$ cat src/rtl/reflet_mem_bridge_pkg.sv
// Shared types for the Reflet memory bridge: FSM state encoding and timer sizing.
package reflet_mem_bridge_pkg;

  typedef enum logic [1:0] {
    MBR_IDLE  = 2'd0,
    MBR_READ  = 2'd1,
    MBR_WRITE = 2'd2
  } mbr_state_t;

  // Counter width able to hold 0..limit; a disabled timer still gets one bit.
  function automatic int timer_width(input int limit);
    return (limit > 0) ? $clog2(limit + 1) : 1;
  endfunction

endpackage

$ cat src/rtl/reflet_mem_bridge_if.sv
// CPU RAM port plus request/acknowledge bus seen by the bridge.
// master = bridge side, slave = CPU/memory environment side.
interface reflet_mem_bridge_if #(
  parameter int wordsize = 16
);
  logic [wordsize-1:0] cpu_addr;
  logic [wordsize-1:0] cpu_data_out;
  logic                cpu_write_en;
  logic [wordsize-1:0] cpu_data_in;
  logic                cpu_enable;
  logic                mem_req;
  logic [wordsize-1:0] mem_addr;
  logic [wordsize-1:0] mem_data_out;
  logic                mem_write_en;
  logic [wordsize-1:0] mem_data_in;
  logic                mem_ack;
  logic                bus_error;

  modport master (
    input  cpu_addr, cpu_data_out, cpu_write_en, mem_data_in, mem_ack,
    output cpu_data_in, cpu_enable, mem_req, mem_addr, mem_data_out, mem_write_en, bus_error
  );

  modport slave (
    output cpu_addr, cpu_data_out, cpu_write_en, mem_data_in, mem_ack,
    input  cpu_data_in, cpu_enable, mem_req, mem_addr, mem_data_out, mem_write_en, bus_error
  );
endinterface

$ cat src/rtl/reflet_mem_bridge_timer.sv
// Saturating bus-wait timer; expired pulses in the timeout-th enabled cycle after clear.
// Constant 0 when timeout is 0, so the bridge then waits forever for an ack.
module reflet_bus_timer
  import reflet_mem_bridge_pkg::*;
#(
  parameter int timeout = 255
) (
  input  logic clk,
  input  logic reset,
  input  logic clear,
  input  logic enable,
  output logic expired
);

  generate
    if (timeout == 0) begin : g_off
      assign expired = 1'b0;
    end else begin : g_on
      localparam int W = timer_width(timeout);
      localparam logic [W-1:0] LIMIT = W'(timeout);
      localparam logic [W-1:0] LAST  = W'(timeout - 1);

      logic [W-1:0] count;

      always_ff @(posedge clk or negedge reset) begin
        if (!reset) begin
          count <= '0;
        end else if (clear) begin
          count <= '0;
        end else if (enable && count != LIMIT) begin
          count <= count + 1'b1;
        end
      end

      // Count holds the number of completed wait cycles, so the current cycle is the last one here.
      assign expired = enable && (count == LAST);
    end
  endgenerate

endmodule

$ cat src/rtl/reflet_mem_bridge.sv
// Bridges the Reflet fixed-latency RAM port onto a req/ack bus, stalling the CPU via cpu_enable.
// Hits cost 0 cycles; a miss costs 2 cycles minimum; ack or timeout ends the access.
module reflet_mem_bridge
  import reflet_mem_bridge_pkg::*;
#(
  parameter int wordsize = 16,
  parameter int timeout  = 255
) (
  input logic               clk,
  input logic               reset,
  reflet_mem_bridge_if.master bus
);

  mbr_state_t          state;
  logic                hold_valid;
  logic [wordsize-1:0] hold_addr;
  logic [wordsize-1:0] hold_data;
  logic                mem_req;
  logic [wordsize-1:0] mem_addr;
  logic [wordsize-1:0] mem_data_out;
  logic                mem_write_en;
  logic                bus_error;

  logic addr_match;
  logic hit;
  logic idle;
  logic expired;

  assign addr_match = hold_valid && (bus.cpu_addr == hold_addr);
  // A write only hits when it would not change the held word.
  assign hit  = addr_match && (!bus.cpu_write_en || (bus.cpu_data_out == hold_data));
  assign idle = (state == MBR_IDLE);

  reflet_bus_timer #(
    .timeout(timeout)
  ) u_timer (
    .clk    (clk),
    .reset  (reset),
    .clear  (idle && !hit),
    .enable (!idle),
    .expired(expired)
  );

  always_ff @(posedge clk or negedge reset) begin
    if (!reset) begin
      state        <= MBR_IDLE;
      hold_valid   <= 1'b0;
      hold_addr    <= '0;
      hold_data    <= '0;
      mem_req      <= 1'b0;
      mem_addr     <= '0;
      mem_data_out <= '0;
      mem_write_en <= 1'b0;
      bus_error    <= 1'b0;
    end else begin
      case (state)
        MBR_IDLE: begin
          if (!hit) begin
            mem_addr     <= bus.cpu_addr;
            mem_data_out <= bus.cpu_write_en ? bus.cpu_data_out : '0;
            mem_write_en <= bus.cpu_write_en;
            mem_req      <= 1'b1;
            hold_valid   <= 1'b0;
            state        <= bus.cpu_write_en ? MBR_WRITE : MBR_READ;
          end
        end
        MBR_READ, MBR_WRITE: begin
          // Ack takes priority over a simultaneous expiry.
          if (bus.mem_ack) begin
            hold_addr  <= mem_addr;
            hold_data  <= (state == MBR_READ) ? bus.mem_data_in : mem_data_out;
            hold_valid <= 1'b1;
            mem_req    <= 1'b0;
            state      <= MBR_IDLE;
          end else if (expired) begin
            hold_addr  <= mem_addr;
            hold_data  <= (state == MBR_READ) ? '0 : mem_data_out;
            hold_valid <= 1'b1;
            mem_req    <= 1'b0;
            bus_error  <= 1'b1;
            state      <= MBR_IDLE;
          end
        end
        default: begin
          mem_req <= 1'b0;
          state   <= MBR_IDLE;
        end
      endcase
    end
  end

  assign bus.cpu_enable   = hit && idle;
  assign bus.cpu_data_in  = hold_data;
  assign bus.mem_req      = mem_req;
  assign bus.mem_addr     = mem_addr;
  assign bus.mem_data_out = mem_data_out;
  assign bus.mem_write_en = mem_write_en;
  assign bus.bus_error    = bus_error;

endmodule

$ cat src/flat_wrapper.sv
// flat-port wrapper written by rule: the top's interface ports become plain ports
module reflet_mem_bridge_flat import reflet_mem_bridge_pkg::*;
#(
  parameter int wordsize = 16,
  parameter int timeout  = 255
)
  (clk, reset, bus_cpu_addr, bus_cpu_data_out, bus_cpu_write_en, bus_mem_data_in, bus_mem_ack, bus_cpu_data_in, bus_cpu_enable, bus_mem_req, bus_mem_addr, bus_mem_data_out, bus_mem_write_en, bus_bus_error);
  reflet_mem_bridge_if #(.wordsize(wordsize)) bus_i ();
  input logic clk;
  input logic reset;
  input wire logic [$bits(bus_i.cpu_addr)-1:0] bus_cpu_addr;
  input wire logic [$bits(bus_i.cpu_data_out)-1:0] bus_cpu_data_out;
  input wire logic [$bits(bus_i.cpu_write_en)-1:0] bus_cpu_write_en;
  input wire logic [$bits(bus_i.mem_data_in)-1:0] bus_mem_data_in;
  input wire logic [$bits(bus_i.mem_ack)-1:0] bus_mem_ack;
  output wire logic [$bits(bus_i.cpu_data_in)-1:0] bus_cpu_data_in;
  output wire logic [$bits(bus_i.cpu_enable)-1:0] bus_cpu_enable;
  output wire logic [$bits(bus_i.mem_req)-1:0] bus_mem_req;
  output wire logic [$bits(bus_i.mem_addr)-1:0] bus_mem_addr;
  output wire logic [$bits(bus_i.mem_data_out)-1:0] bus_mem_data_out;
  output wire logic [$bits(bus_i.mem_write_en)-1:0] bus_mem_write_en;
  output wire logic [$bits(bus_i.bus_error)-1:0] bus_bus_error;
  assign bus_i.cpu_addr = bus_cpu_addr;
  assign bus_i.cpu_data_out = bus_cpu_data_out;
  assign bus_i.cpu_write_en = bus_cpu_write_en;
  assign bus_i.mem_data_in = bus_mem_data_in;
  assign bus_i.mem_ack = bus_mem_ack;
  assign bus_cpu_data_in = bus_i.cpu_data_in;
  assign bus_cpu_enable = bus_i.cpu_enable;
  assign bus_mem_req = bus_i.mem_req;
  assign bus_mem_addr = bus_i.mem_addr;
  assign bus_mem_data_out = bus_i.mem_data_out;
  assign bus_mem_write_en = bus_i.mem_write_en;
  assign bus_bus_error = bus_i.bus_error;
  reflet_mem_bridge #(.wordsize(wordsize), .timeout(timeout)) u_core (.clk(clk), .reset(reset), .bus(bus_i));
endmodule
$ cat config.mk
export PLATFORM = sky130hd
export DESIGN_NAME = reflet_mem_bridge_flat
export DESIGN_NICKNAME = d
export VERILOG_FILES = /design/src/rtl/reflet_mem_bridge_pkg.sv /design/src/rtl/reflet_mem_bridge_if.sv /design/src/rtl/reflet_mem_bridge_timer.sv /design/src/rtl/reflet_mem_bridge.sv /design/src/flat_wrapper.sv
export SDC_FILE = /design/constraint.sdc
export NUM_CORES = 1
export LEC_CHECK = 0
export CAP_MARGIN = 25
export CORE_MARGIN = 1
export CORE_UTILIZATION = 48
export CTS_CLUSTER_DIAMETER = 60
export DETAILED_ROUTE_END_ITERATION = 12
export PLACE_DENSITY = 0.8
export SYNTH_ARGS = -nofsm -noshare
export SYNTH_HDL_FRONTEND = slang
export SYNTH_SLANG_ARGS = --single-unit
$ cat constraint.sdc
create_clock -name clk -period 3 [get_ports clk]
set_input_delay 0.45 -clock clk [delete_from_list [all_inputs] [get_ports clk]]
set_output_delay 0.45 -clock clk [all_outputs]
set_load 0.005 [all_outputs]
==> flow_summary_export.csv, run 1 <==
group,metric,value,unit
timing,rsz0062_at_grt,"false",
yosys,ys_seq_area_share,52.7,%
pwr,power.internal,3.33,mW
yosys,yosysWarningCount,0,
worst_setup_path,path_cells,"clkdlybuf4s50_1 -> xnor2_1 -> nand4_1 -> buf_4 -> o41a_1 -> o31ai_4 -> buf_4 -> buf_4 -> a22o_1",
min_path,min_path_type,"in -> reg",
route,wirelength,8.60,mm
timing,worst_pin_slew,0.675,ns
timing,worst_hold_slack,0.424,ns
placed_design,placedCellCount,520,
worst_setup_path,cpMaxStageDelayCell,"clkdlybuf4s50_1",
floorplan,dieArea,8070,µm²
placed_design,placedInstanceArea,4890,µm²
pwr,power_density,968,nW/µm²
floorplan,core-area,7370,µm²
finish,design_area,5170,µm²
timing,setup_violations,0,
grt,grt_pass1_vias,2991,
worst_setup_path,crit_type,"in -> reg",
clock_network,cts_root_buffer,"clkbuf_8",
clock_network,post_cts_buffers,0,
route,drc,0,
grt,grt_first_pass_wirelength,14.5,mm
status,status,"finished, final reports clean",
worst_setup_path,path_max_fanout,14,
placed_design,gp_congestion,0.845,
pwr,switching_share,33.4,%
worst_setup_path,cpMostUsedCell,"buf_4",
clock_network,clk-insertion-delay-late,0.34,ns
route,wl_per_cell,16.0,µm
floorplan,die_x,89.8,µm
worst_setup_path,cp-start-kind,"input port",
flow_run,maxCapViolCount,0,
floorplan,start_util,50.2,%
yosys,async_reset_ff_share,100,%
placed_design,post-place-ws,-0.0886,ns
pwr,power.total,5.00,mW
timing,finalHoldViolCount,0,
yosys,synth-seq-cells,78,
floorplan,die_h,89.8,µm
finish,final_util,70.1,%
clock_network,cts_max_level,3,
finish,drive_above_1_share,15.3,%
timing,finalClockSkew,0.00495,ns
finish,stdcell_count,538,
yosys,syn-instance-count,322,
worst_setup_path,cp-startpoint,"bus_cpu_data_out[3]",
min_path,min_from,"bus_cpu_data_out[4]",
worst_setup_path,r2r-start,"u_core.bus.cpu_data_in[2]",
route,dr.pass1.iters,4,
pwr,power.leakage,2.15,nW
yosys,synth_area_per_cell,11.5,µm²
timing,slew_viol_final,0,
finish,layout.nets,490,
route,via_per_inst,5.39,
timing,min_period_over_period,87.2,%
timing,slew_headroom,55.0,%
floorplan,io_pins,104,
yosys,ys_top_cells_by_area,"dfrtp_1 53%, mux2_2 9.7%, xnor2_1 6.9%",
pwr,combPwrFrac,45.7,%
yosys,yosysTopAreaCellShare,52.7,%
worst_setup_path,critPathMaxStageDelay,0.51,ns
pwr,p_seq_share,37.1,%
finish,syn2layout_area_growth,39.5,%
yosys,synth_cell_types,41,
finish,diodes,0,
grt,grt_overflow_total,0,
timing,final.min_clock_period,2.62,ns
timing,fin_tns_setup,0,ns
pwr,power.switching,1.67,mW
yosys,synthFlopType,"dfrtp_1",
yosys,netlist_area,3700,µm²
placed_design,post-dp-hpwl,6.12,mm
clock_network,clock-sinks,78,
timing,fin_ws,0.384,ns
clock_network,clkTransAtPathRegs,0.07,ns
worst_setup_path,crit_arrival,2.90,ns
clock_network,tritoncts,"yes",
route,dr_total_vias,2899,
floorplan,fp-row-count,31,
yosys,synth-edff-count,0,
yosys,synth.net_count,378,
placed_design,port_buffers,103,
route,drt_iter0_drc,149,
pwr,vdd_ir_drop_max,429,µV
timing,fmax,0.382,GHz
clock_network,cts.path.max_buffers,2,
grt,grtUsageTotal,22.6,%
grt,grt_max_degree,79,
worst_setup_path,required,3.28,ns
route,ant_nets,0,
grt,antenna_found_initial,0,
pwr,clockPowerShare,17.1,%
worst_setup_path,cp-end-kind,"flop",
yosys,yosys.area.top_type,"dfrtp_1",
clock_network,cts_buffers,9,
power groups by stage:
stage / clock [mW] / sequential (mW) / combinational, mW
after floorplan: 0 / 1.83 / 1.23
after global placement: 0 / 1.85 / 2.22
after detailed placement: 0 / 1.87 / 2.27
after CTS: 0.876 / 1.86 / 2.29
after global routing: 0.921 / 1.92 / 2.49
final: 0.857 / 1.86 / 2.29
cell usage after synthesis (2+ instances only):
cell type  count
nor2_1        10
nand2b_1       3
a21oi_1       16
a31oi_1        3
inv_1          7
o21ai_0       20
nand3_1        5
nand2_1       22
ha_1           4
nand4_1        7
and3_1         3
nor2b_1       17
and4_1         4
nor4_1         4
buf_4          2
mux2_2        32
xnor2_1       29
dfrtp_1       78
xor2_1         9
clkbuf_1      11
a22o_1        16
repair_timing:
action / in CTS / in global routing
endpoints found under the hold margin: 0 / 5
gates resized for setup: 2 / 4
endpoints found under the setup margin: 1 / 1
hold buffers: 0 / 1
pin swaps: 3 / 4
routing by layer:
layer / wire (µm) / GRT usage [%] / vias to the layer above
li1: - / - / 1367
met1: 3760 / 29.7 / 1410
met2: 4150 / 36.7 / 109
met3: 536 / 4.48 / 13
met4: 153 / 9.43 / 0
met5: 0 / 0 / -
placed cells by master (no fill, tap or decap), types with 2 or more instances in the layout:
cell type,count
ha_1,4
inv_1,7
mux2_2,32
nor4_2,3
and3_1,3
o21ai_0,19
dlymetal6s2s_1,3
and4_1,4
nor2_1,10
a22o_1,16
a31oi_1,2
nor2b_1,17
clkbuf_8,10
nand2_1,22
bufinv_16,2
a21oi_1,16
nand2b_1,3
xor2_1,9
dfrtp_1,78
clkdlybuf4s50_1,99
xnor2_1,29
nand3_1,5
nor4_1,2
buf_4,11
nand4_1,7
clkbuf_1,2
clkinv_2,2
final cells by class:
class	instances	area (µm²)
Clock buffer	12	145
Clock inverter	4	70.1
Fill cell	554	2200
Inverter	7	26.3
Multi-Input combinational cell	223	1700
Sequential cell	78	1950
Tap cell	99	124
Timing Repair Buffer	115	1150
final timing paths:
kind / end / cells past startpoint / slack [ns]
setup / recovery: u_core.bus.mem_data_out[2] / 9 / 0.38
hold / removal: u_core.bus.mem_data_out[4] / 2 / 0.42
setup reg to reg: u_core.bus.mem_data_out[2] / 8 / 0.57
hold reg to reg: u_core.bus.bus_error / 1 / 0.47
max in group asynchronous: u_core.u_timer.g_on.count[1] / 3 / 1.98
min in group asynchronous: u_core.bus.mem_data_out[2] / 2 / 0.45
critical path: cells and delay by family:
kind | cells | cell delay, ns
buffers and inverters | 4 | 1.20
and+or+nand+nor | 1 | 0.18
xor gates and xnor gates | 1 | 0.13
AOI/OAI and AO/OA | 3 | 0.94
state kept, by name, summed over array words and instances, names as in the netlist:
name / flops
u_core.hold_valid: 1
u_core.bus.cpu_data_in: 16
u_core.bus.mem_write_en: 1
u_core.bus.mem_addr: 16
u_core.bus.mem_data_out: 16
u_core.u_timer.g_on.count: 8
u_core.state: 2
u_core.bus.mem_req: 1
u_core.hold_addr: 16
u_core.bus.bus_error: 1
cell families (layout without fill, tap and decap cells):
family	Yosys count	in the layout	share of synthesized area, %
compound gates	66	66	12.2
xor+xnor	38	38	8.99
fa+ha+maj	4	4	1.35
buf+inv	21	138	2.37
flops	78	78	52.7
mux	33	33	10.0
simple gates	82	82	12.4
No activity file was read; power rests on OpenSTA's default activity.
==> run 2, diff against run 1 <==
--- a/config.mk
+++ b/config.mk
@@ -5,6 +5,7 @@
 export SDC_FILE = /design/constraint.sdc
 export NUM_CORES = 1
 export LEC_CHECK = 0
+export ABC_CLOCK_PERIOD_IN_PS = 3000
 export CAP_MARGIN = 25
 export CORE_MARGIN = 1
 export CORE_UTILIZATION = 48
==> results of run 2 <==
No change in the layout: final DEF, timing and power equal those of run 1.
